## src/rtl/neighbor_table_ctrl.sv

```systemverilog
// Neighbor table sequencer: insert-or-update by node ID and best-Q next-hop scan.
// Optional macro NT_ENERGY_TIEBREAK_EN adds energy/hops tie-breaking on equal Q (one extra compare stage).
module neighbor_table_ctrl #(
    parameter int WORD_WIDTH  = 16,
    parameter int TABLE_DEPTH = 16,
    parameter int ADDR_WIDTH  = 4
) (
    input  logic                      clk,
    input  logic                      nrst,
    input  logic                      upd_valid,
    output logic                      upd_ready,
    input  logic [WORD_WIDTH-1:0]     upd_id,
    input  logic [WORD_WIDTH-1:0]     upd_hops,
    input  logic [WORD_WIDTH-1:0]     upd_qvalue,
    input  logic [WORD_WIDTH-1:0]     upd_energy,
    input  logic [WORD_WIDTH-1:0]     upd_ch,
    input  logic [WORD_WIDTH-1:0]     upd_chhops,
    output logic                      upd_done,
    output logic                      upd_drop,
    input  logic                      best_start,
    output logic                      best_done,
    output logic                      best_found,
    output logic [WORD_WIDTH-1:0]     best_id,
    output logic [WORD_WIDTH-1:0]     best_qvalue,
    output logic [WORD_WIDTH-1:0]     best_hops,
    input  logic                      clear,
    output logic                      busy,
    output logic [ADDR_WIDTH:0]       neighbor_count,
    output logic                      table_full,
    output logic [ADDR_WIDTH-1:0]     tbl_addr,
    output logic                      tbl_rd_en,
    output logic                      tbl_wr_en,
    output logic [6*WORD_WIDTH-1:0]   tbl_wdata,
    input  logic [6*WORD_WIDTH-1:0]   tbl_rdata
);

    localparam int CW = ADDR_WIDTH + 1;
    localparam logic [CW-1:0] DEPTH_C = CW'(TABLE_DEPTH);
`ifdef NT_ENERGY_TIEBREAK_EN
    localparam int STAGES = 1;
`else
    localparam int STAGES = 0;
`endif

    typedef struct packed {
        logic [WORD_WIDTH-1:0] id;
        logic [WORD_WIDTH-1:0] hops;
        logic [WORD_WIDTH-1:0] q;
        logic [WORD_WIDTH-1:0] energy;
        logic [WORD_WIDTH-1:0] ch;
        logic [WORD_WIDTH-1:0] chhops;
    } entry_t;

    typedef enum logic [2:0] {
        IDLE, UPD_SCAN, UPD_WRITE, BEST_SCAN, BEST_FINISH
    } state_t;

    state_t state, state_nxt;

    entry_t                 ent;
    entry_t                 rd_ent;
    entry_t                 cmp_ent;
    logic [CW-1:0]          cnt;
    logic [CW-1:0]          rd_idx;
    logic [ADDR_WIDTH-1:0]  wr_addr;
    logic                   upd_new;
    logic                   drop_f;

    // vld_pipe[0]: tbl_rdata valid; vld_pipe[STAGES]: best-scan compare input valid
    logic [STAGES:0]          vld_pipe;
    logic [STAGES:0][CW-1:0]  idx_pipe;

    logic                   run_found;
    logic [WORD_WIDTH-1:0]  run_id;
    logic [WORD_WIDTH-1:0]  run_q;
    logic [WORD_WIDTH-1:0]  run_hops;
`ifdef NT_ENERGY_TIEBREAK_EN
    logic [WORD_WIDTH-1:0]  run_energy;
    entry_t                 rd_q;
`endif

    logic upd_match, upd_last, best_vld, best_last, better;
    logic unused_bits;

    assign rd_ent = entry_t'(tbl_rdata);
`ifdef NT_ENERGY_TIEBREAK_EN
    assign cmp_ent = rd_q;
`else
    assign cmp_ent = rd_ent;
`endif
    assign unused_bits = ^{rd_ent.ch, rd_ent.chhops, rd_ent.energy};

    assign upd_match = vld_pipe[0] && (rd_ent.id == ent.id);
    assign upd_last  = vld_pipe[0] && (idx_pipe[0] == cnt - CW'(1));
    assign best_vld  = vld_pipe[STAGES];
    assign best_last = best_vld && (idx_pipe[STAGES] == cnt - CW'(1));

`ifdef NT_ENERGY_TIEBREAK_EN
    assign better = !run_found || (cmp_ent.q > run_q) ||
                    ((cmp_ent.q == run_q) &&
                     ((cmp_ent.energy > run_energy) ||
                      ((cmp_ent.energy == run_energy) && (cmp_ent.hops < run_hops))));
`else
    assign better = !run_found || (cmp_ent.q > run_q);
`endif

    always_comb begin
        tbl_rd_en = 1'b0;
        case (state)
            UPD_SCAN, BEST_SCAN: tbl_rd_en = (rd_idx < cnt);
            default:             tbl_rd_en = 1'b0;
        endcase
    end

    assign tbl_wr_en      = (state == UPD_WRITE) && !drop_f;
    assign upd_done       = (state == UPD_WRITE) && !drop_f;
    assign upd_drop       = (state == UPD_WRITE) && drop_f;
    assign best_done      = (state == BEST_FINISH);
    assign busy           = (state != IDLE);
    assign upd_ready      = (state == IDLE) && !nrst;
    assign neighbor_count = cnt;
    assign table_full     = (cnt == DEPTH_C);
    assign tbl_wdata      = ent;
    assign tbl_addr       = tbl_rd_en ? rd_idx[ADDR_WIDTH-1:0] :
                            tbl_wr_en ? wr_addr : '0;

    always_ff @(posedge clk) begin
        if (nrst) state <= IDLE;
        else      state <= state_nxt;
    end

    always_comb begin
        state_nxt = state;
        case (state)
            IDLE: begin
                if (clear)           state_nxt = IDLE;
                else if (upd_valid)  state_nxt = (cnt == '0) ? UPD_WRITE : UPD_SCAN;
                else if (best_start) state_nxt = (cnt == '0) ? BEST_FINISH : BEST_SCAN;
            end
            UPD_SCAN:    if (upd_match || upd_last) state_nxt = UPD_WRITE;
            UPD_WRITE:   state_nxt = IDLE;
            BEST_SCAN:   if (best_last) state_nxt = BEST_FINISH;
            BEST_FINISH: state_nxt = IDLE;
            default:     state_nxt = IDLE;
        endcase
    end

    always_ff @(posedge clk) begin
        if (nrst) begin
            ent         <= '0;
            cnt         <= '0;
            rd_idx      <= '0;
            wr_addr     <= '0;
            upd_new     <= 1'b0;
            drop_f      <= 1'b0;
            vld_pipe    <= '0;
            idx_pipe    <= '0;
            run_found   <= 1'b0;
            run_id      <= '0;
            run_q       <= '0;
            run_hops    <= '0;
            best_found  <= 1'b0;
            best_id     <= '0;
            best_qvalue <= '0;
            best_hops   <= '0;
`ifdef NT_ENERGY_TIEBREAK_EN
            run_energy  <= '0;
            rd_q        <= '0;
`endif
        end else begin
            vld_pipe[0] <= tbl_rd_en;
            idx_pipe[0] <= rd_idx;
`ifdef NT_ENERGY_TIEBREAK_EN
            vld_pipe[1] <= vld_pipe[0];
            idx_pipe[1] <= idx_pipe[0];
            rd_q        <= rd_ent;
`endif
            if (tbl_rd_en) rd_idx <= rd_idx + CW'(1);

            case (state)
                IDLE: begin
                    if (clear) begin
                        cnt <= '0;
                    end else if (upd_valid) begin
                        ent     <= '{upd_id, upd_hops, upd_qvalue, upd_energy, upd_ch, upd_chhops};
                        rd_idx  <= '0;
                        wr_addr <= '0;
                        upd_new <= 1'b1;
                        drop_f  <= 1'b0;
                    end else if (best_start) begin
                        rd_idx    <= '0;
                        run_found <= 1'b0;
                        run_id    <= '0;
                        run_q     <= '0;
                        run_hops  <= '0;
`ifdef NT_ENERGY_TIEBREAK_EN
                        run_energy <= '0;
`endif
                        if (cnt == '0) begin
                            best_found  <= 1'b0;
                            best_id     <= '0;
                            best_qvalue <= '0;
                            best_hops   <= '0;
                        end
                    end
                end
                UPD_SCAN: begin
                    if (upd_match) begin
                        wr_addr <= idx_pipe[0][ADDR_WIDTH-1:0];
                        upd_new <= 1'b0;
                    end else if (upd_last) begin
                        wr_addr <= cnt[ADDR_WIDTH-1:0];
                        upd_new <= 1'b1;
                        drop_f  <= (cnt == DEPTH_C);
                    end
                end
                UPD_WRITE: begin
                    if (!drop_f && upd_new) cnt <= cnt + CW'(1);
                end
                BEST_SCAN: begin
                    if (best_vld && better) begin
                        run_found <= 1'b1;
                        run_id    <= cmp_ent.id;
                        run_q     <= cmp_ent.q;
                        run_hops  <= cmp_ent.hops;
`ifdef NT_ENERGY_TIEBREAK_EN
                        run_energy <= cmp_ent.energy;
`endif
                    end
                    // final compare lands straight in the held result registers
                    if (best_last) begin
                        best_found  <= 1'b1;
                        best_id     <= better ? cmp_ent.id   : run_id;
                        best_qvalue <= better ? cmp_ent.q    : run_q;
                        best_hops   <= better ? cmp_ent.hops : run_hops;
                    end
                end
                default: ;
            endcase
        end
    end

endmodule
```

## config.mk

```make
export PLATFORM = sky130hd
export DESIGN_NAME = neighbor_table_ctrl
export DESIGN_NICKNAME = d
export VERILOG_FILES = /design/src/rtl/neighbor_table_ctrl.sv
export SDC_FILE = /design/constraint.sdc
export NUM_CORES = 1
export LEC_CHECK = 0
export ABC_AREA = 1
export CELL_PAD_IN_SITES_DETAIL_PLACEMENT = 2
export CELL_PAD_IN_SITES_GLOBAL_PLACEMENT = 2
export CORE_ASPECT_RATIO = 0.75
export CORE_MARGIN = 2
export CORE_UTILIZATION = 21
export CTS_CLUSTER_SIZE = 12
export DETAILED_ROUTE_END_ITERATION = 8
export PLACE_DENSITY_LB_ADDON = 0.1
export SETUP_SLACK_MARGIN = 0.5
export SYNTH_ARGS = -nofsm -noshare
export SYNTH_HDL_FRONTEND = slang
export SYNTH_SLANG_ARGS = --single-unit
```

## constraint.sdc

```tcl
create_clock -name clk -period 1.95 [get_ports clk]
set_clock_uncertainty 0.05 [all_clocks]
set_input_delay 0.39 -clock clk [delete_from_list [all_inputs] [get_ports clk]]
set_output_delay 0.39 -clock clk [all_outputs]
set_load 0.01 [all_outputs]
```

* After elaboration in Yosys (flattened, before gate mapping) *
Index checks and enable logic that the tools add are counted.

storage, ports and cells
  register bits = 219
  word-level logic and storage cells = 141
  bits of input ports = 197

cells by class
  magnitude comparators = 2
  muxes and demuxes = 66
  equal/unequal tests = 21
  $add $sub $neg = 3
  reductions and logical operators = 26
  bitwise operators = 1

operators by type and width
  cell                                                 count
  2-to-1 mux 16 bit                                    16
  case mux 16 bit (2 select lines)                     6
  2-to-1 mux 5 bit                                     7
  2-to-1 mux 4 bit                                     6
  inequality test 2 bit, second input constant         10
  2-to-1 mux 3 bit                                     6
  2-to-1 mux 1 bit                                     17
  equality test 16 bit                                 1
  greater-than comparator 16 bit                       1
  adder 5 x 1 -> 5 bit, second input constant          2
  case mux 5 bit (2 select lines)                      1
  AND reduction 5 bit                                  2
  case mux 3 bit (3 select lines)                      1
  AND reduction 3 bit                                  3
  case mux 1 bit (2 select lines)                      4
  case mux 4 bit (2 select lines)                      1
  logical AND 1 bit                                    7
  equality test 3 x 2 -> 1 bit, second input constant  2
  AND reduction 6 bit                                  1
  nonzero test 2 bit                                   3
  equality test 5 bit                                  1
  equality test 5 bit, second input constant           1
  logical NOT 5 bit                                    1
  less-than comparator 5 bit                           1
  other kinds (14)                                     18

* Depth between registers and ports, before layout *
Gate-level depths: netlist of the first run.

  word-level depth = 8
  mapped depth = 19
  gate-level depth less buffers = 18

* Least setup slack after synthesis of the first run *
OpenSTA, ideal clock, no wires.

  path kind = register -> register
  start = register cnt[0] (netlist: neighbor_count[0])
  end = register best_qvalue[1]
  arrival = 1876 ps
  stages on the path, launching flop included = 14
  library setup time = 140 ps
  slack = -116 ps
  path through = dfxtp_1 inv_1 ha_1 o21ai_0 nor2_1 nand3_1 nor2_2 nand3_4 nand2_2 nand3_2 buf_6 buf_6 nand2_1 a21oi_1

on the way
  word-level cells in the longest chain between the ends = 5

RTL lines
  what                                    RTL line  text
  start: declaration                      63        logic [CW-1:0] cnt;
  start signal: assignment                218       if (!drop_f && upd_new) cnt <= cnt + CW'(1);
  subtractor 5 x 1 -> 5 bit               96        assign best_last = best_vld && (idx_pipe[STAGES] == cnt - CW'(1));
  equality test 5 bit                     96
  logical AND 1 bit                       96
  inequality test 2 bit (no source line)  -
  AND reduction 6 bit (no source line) *  -
  end signal: assignment                  234       best_qvalue <= better ? cmp_ent.q : run_q;
  end: declaration                        24        output logic [WORD_WIDTH-1:0] best_qvalue,

Every way passes the cells marked *; elsewhere a longest branch is shown, timed or not.
A chain may end at the register's enable or synchronous reset.

* Final worst setup path of the first run *
  start = register cnt[1] (netlist: neighbor_count[1])
  end = register best_hops[13]

on the way
  word-level cells in the longest chain between the ends = 5

RTL lines
  what                                    RTL line  text
  subtractor 5 x 1 -> 5 bit               96
  equality test 5 bit                     96
  logical AND 1 bit                       96
  inequality test 2 bit (no source line)  -
  AND reduction 6 bit (no source line) *  -
  end signal: assignment                  235       best_hops <= better ? cmp_ent.hops : run_hops;
  end: declaration                        25        output logic [WORD_WIDTH-1:0] best_hops,

Marked as above.

==> results of run 1 <==
-- layout make-up --
class | count | area, µm²
antenna | 6 | 15.0
clock buffer | 43 | 860
tap | 639 | 800
timing repair buffer | 618 | 7490
clock inverter | 5 | 78.8
multi-input combinational | 1013 | 7610
sequential | 219 | 4570
inverter | 153 | 613
fill | 4928 | 25700
-- timing repair --
| item | 4_1_cts | 5_1_grt |
|---|---|---|
| gates cloned | 40 | 18 |
| endpoints found under the setup margin | 376 | 376 |
| pin swaps | 91 | 223 |
| gates resized for setup | 1038 | 350 |
| buffers inserted | 85 | 21 |
-- Yosys cell counts (2+ instances only) --
| cell | count |
|---|---|
| a211oi_1 | 3 |
| a21oi_1 | 119 |
| a21oi_2 | 9 |
| buf_1 | 4 |
| buf_2 | 41 |
| buf_6 | 3 |
| clkbuf_1 | 44 |
| dfxtp_1 | 219 |
| ha_1 | 24 |
| inv_1 | 143 |
| inv_2 | 9 |
| nand2_1 | 239 |
| nand2_2 | 2 |
| nand3_1 | 151 |
| nand3_2 | 11 |
| nand4_1 | 7 |
| nor2_1 | 303 |
| nor2_4 | 4 |
| nor3_1 | 7 |
| nor3_4 | 2 |
| o21a_1 | 2 |
| o21ai_0 | 100 |
| o21ai_1 | 3 |
| o22ai_1 | 4 |
| xnor2_1 | 4 |
| xor2_1 | 6 |
-- registers in the layout, summed over array words and instances, names as in the netlist --
| register | flops |
|---|---|
| best_found | 1 |
| best_hops | 16 |
| best_id | 16 |
| best_qvalue | 16 |
| best_vld | 1 |
| drop_f | 1 |
| idx_pipe | 5 |
| neighbor_count | 5 |
| rd_idx | 5 |
| run_found | 1 |
| run_hops | 16 |
| run_id | 16 |
| run_q | 16 |
| state | 3 |
| tbl_wdata | 96 |
| upd_new | 1 |
| wr_addr | 4 |
-- worst paths after layout --
kind	startpoint	depth (start not counted)	to
max reg2reg	neighbor_count[1]$_SDFFE_PP0P_	16	best_hops[13]$_SDFFE_PP0P_
max	neighbor_count[1]$_SDFFE_PP0P_	16	best_hops[13]$_SDFFE_PP0P_
min	nrst	4	wr_addr[2]$_SDFFE_PP0P_
min reg2reg	best_qvalue[8]$_SDFFE_PP0P_	2	best_qvalue[8]$_SDFFE_PP0P_
-- worst max-delay path: cells and delay by family, from the launching register on --
| kind | cells | cell delay (ns) |
|---|---|---|
| compound gates | 1 | 0.12 |
| fa+ha+maj | 1 | 0.17 |
| xor+xnor | 1 | 0.12 |
| buf+inv | 7 | 0.85 |
| simple gates | 6 | 0.70 |
| flops | 1 | 0.36 |
-- metal layers --
metal	vias up	wire [µm]
met5	-	0
met4	0	1290
met3	77	1990
met2	211	30600
met1	6374	27200
li1	5883	-
-- where the power goes --
part / internal (mW) / leakage (nW) / switching (mW) / total [mW]
registers: 5.06 / 1.84 / 0.425 / 5.48
clock network: 3.27 / 0.461 / 2.21 / 5.48
logic: 4.72 / 6.97 / 4.40 / 9.12
total: 13.0 / 9.27 / 7.03 / 20.1
-- per-stage QoR --
step	hold WS, ns	setup TNS, ns	util (%)	instance area (µm²)
after global routing	0.305	-91.07	46.2	22000
after floorplan	0.403	0	-	11200
final	0.308	-70.10	46.2	22000
after detailed placement	0.405	-92.91	33.0	15800
after CTS	0.250	-30.90	41.9	20000
after global placement	0.402	-85.67	33.0	15800
-- cell families (layout without fill, tap and decap cells) --
logic type	count (synthesis)	after routing	synth area share, %
other	0	6	0
xor gates and xnor gates	10	10	0.857
DFF	219	219	42.9
and+or+nand+nor	734	735	30.8
buffers and inverters	247	819	9.94
adders and majority gates	24	24	2.94
AOI/OAI and AO/OA	244	244	12.6
==> flow_metrics.env, run 1 <==
export IMPL_outcome="finished with violations"
export IMPL_violations="setup timing"
export IMPL_maxSlewViolCount=0
export IMPL_synth_top_area_share_pct=42.9
export IMPL_async_reset_ff_share_pct=0
export IMPL_totalWireLength_mm=61.1
export IMPL_met3_usage_pct=2.95
export IMPL_gp_congestion=0.760
export IMPL_met1_usage_pct=29.4
export IMPL_dieArea_um2=50400
export IMPL_overflow=0
export IMPL_p_leak_nw=9.27
export IMPL_cp_slowest_stage_delay_ns=0.36
export IMPL_crit_arrival_ns=2.89
export IMPL_dr_first_iter_drc_count=515
export IMPL_worst_pin_slew_ns=0.812
export IMPL_start_util_pct=21.4
export IMPL_synth_area_leaders="dfxtp_1, nor2_1, nand2_1"
export IMPL_layout_nets=2254
export IMPL_vdd_drop_max_mv=0.860
export IMPL_start_kind="register"
export IMPL_maxCapViolCount=0
export IMPL_finalHoldViolCount=0
export IMPL_dp_hpwl_mm=34.0
export IMPL_setup_viol=221
export IMPL_period_share_pct=126
export IMPL_rrSetupSlack_ns=-0.51
export IMPL_grt_busiest_layer="met2"
export IMPL_dr_pass1_iters=5
export IMPL_place_ws_ns=-0.913
export IMPL_postRouteAntennaNets=0
export IMPL_cts_buffers=28
export IMPL_post_route_min_period_ns=2.46
export IMPL_p_total_mw=20.1
export IMPL_synth_edf_count=0
export IMPL_clkLatencyLatePin_ns=0.57
export IMPL_critical_path_cell_chain="inv_4, buf_6, ha_4, buf_6, xnor2_2, nand2_1, nand2_1, nor2_2, nand3_4, buf_6, nor2_4, buf_12, buf_6, buf_16, nand3_2, a21oi_1"
export IMPL_synth_cell_types=41
export IMPL_placedCellCount=2478
export IMPL_final_cell_mix="nor2_1, clkdlybuf4s50_1, nand2_1, buf_4, buf_6"
export IMPL_yosysSeqAreaShare_pct=42.9
export IMPL_cts_max_path_buffers=3
export IMPL_crit_fanout=5
export IMPL_htree_levels=1
export IMPL_grt_first_pass_wirelength_mm=85.5
export IMPL_clk_pin_slew_worst_paths_ns=0.06
export IMPL_synth_top_area_cell="dfxtp_1"
export IMPL_cts_sinks=219
export IMPL_num_vias=12500
export IMPL_synth_yosys_warnings=0
export IMPL_grt_util_all_layers_pct=22.1
export IMPL_final_instance_count_excl_fill=2696
export IMPL_syn2layout_area_growth_pct=116
export IMPL_slew_limit_headroom_pct=45.9
export IMPL_powerDensity_nw_per_um2=911
export IMPL_crit_type="reg2reg"
export IMPL_vias_per_cell=4.65
export IMPL_io_buffers=310
export IMPL_cts_tree="yes"
export IMPL_synthCells=1478
export IMPL_die_width_um=259
export IMPL_synth_seq_cells=219
export IMPL_core_um2=47700
export IMPL_pin_count=359
export IMPL_rows=69
export IMPL_met2_usage_pct=38.1
export IMPL_setup_slack_ns=-0.506
export IMPL_syn_cell_area_um2=10200
export IMPL_drive_above_1_share_pct=52.8
export IMPL_root_buffer="clkbuf_16"
export IMPL_final_common_cell="nor2_1"
export IMPL_hold_path_class="in2reg"
export IMPL_grt_antenna_before_repair=6
export IMPL_cp_slowest_cell="dfxtp_4"
export IMPL_holdBufCountCts=0
export IMPL_die_height_um=195
export IMPL_drc=0
export IMPL_wl_per_cell_um=22.7
export IMPL_crit_top_cell="buf_6"
export IMPL_synth_ff_type="dfxtp_1"
export IMPL_synth_avg_cell_area_um2=6.91
export IMPL_synth_fp_nets=1699
export IMPL_required_ns=2.39
export IMPL_grt_pass1_vias=13600
export IMPL_endpoint_kind="register"
export IMPL_max_freq_mhz=407
export IMPL_grt_max_degree=53
export IMPL_rsz0062_at_grt="yes"
Note: power is estimated with default switching activity, not from simulation.
==> run 2: changes to the inputs <==
--- a/config.mk
+++ b/config.mk
@@ -6,6 +6,7 @@
 export NUM_CORES = 1
 export LEC_CHECK = 0
 export ABC_AREA = 1
+export CAP_MARGIN = 20
 export CELL_PAD_IN_SITES_DETAIL_PLACEMENT = 2
 export CELL_PAD_IN_SITES_GLOBAL_PLACEMENT = 2
 export CORE_ASPECT_RATIO = 0.75
==> results of run 2 <==
Same layout as run 1: the final DEF is identical, and so are final timing and power.
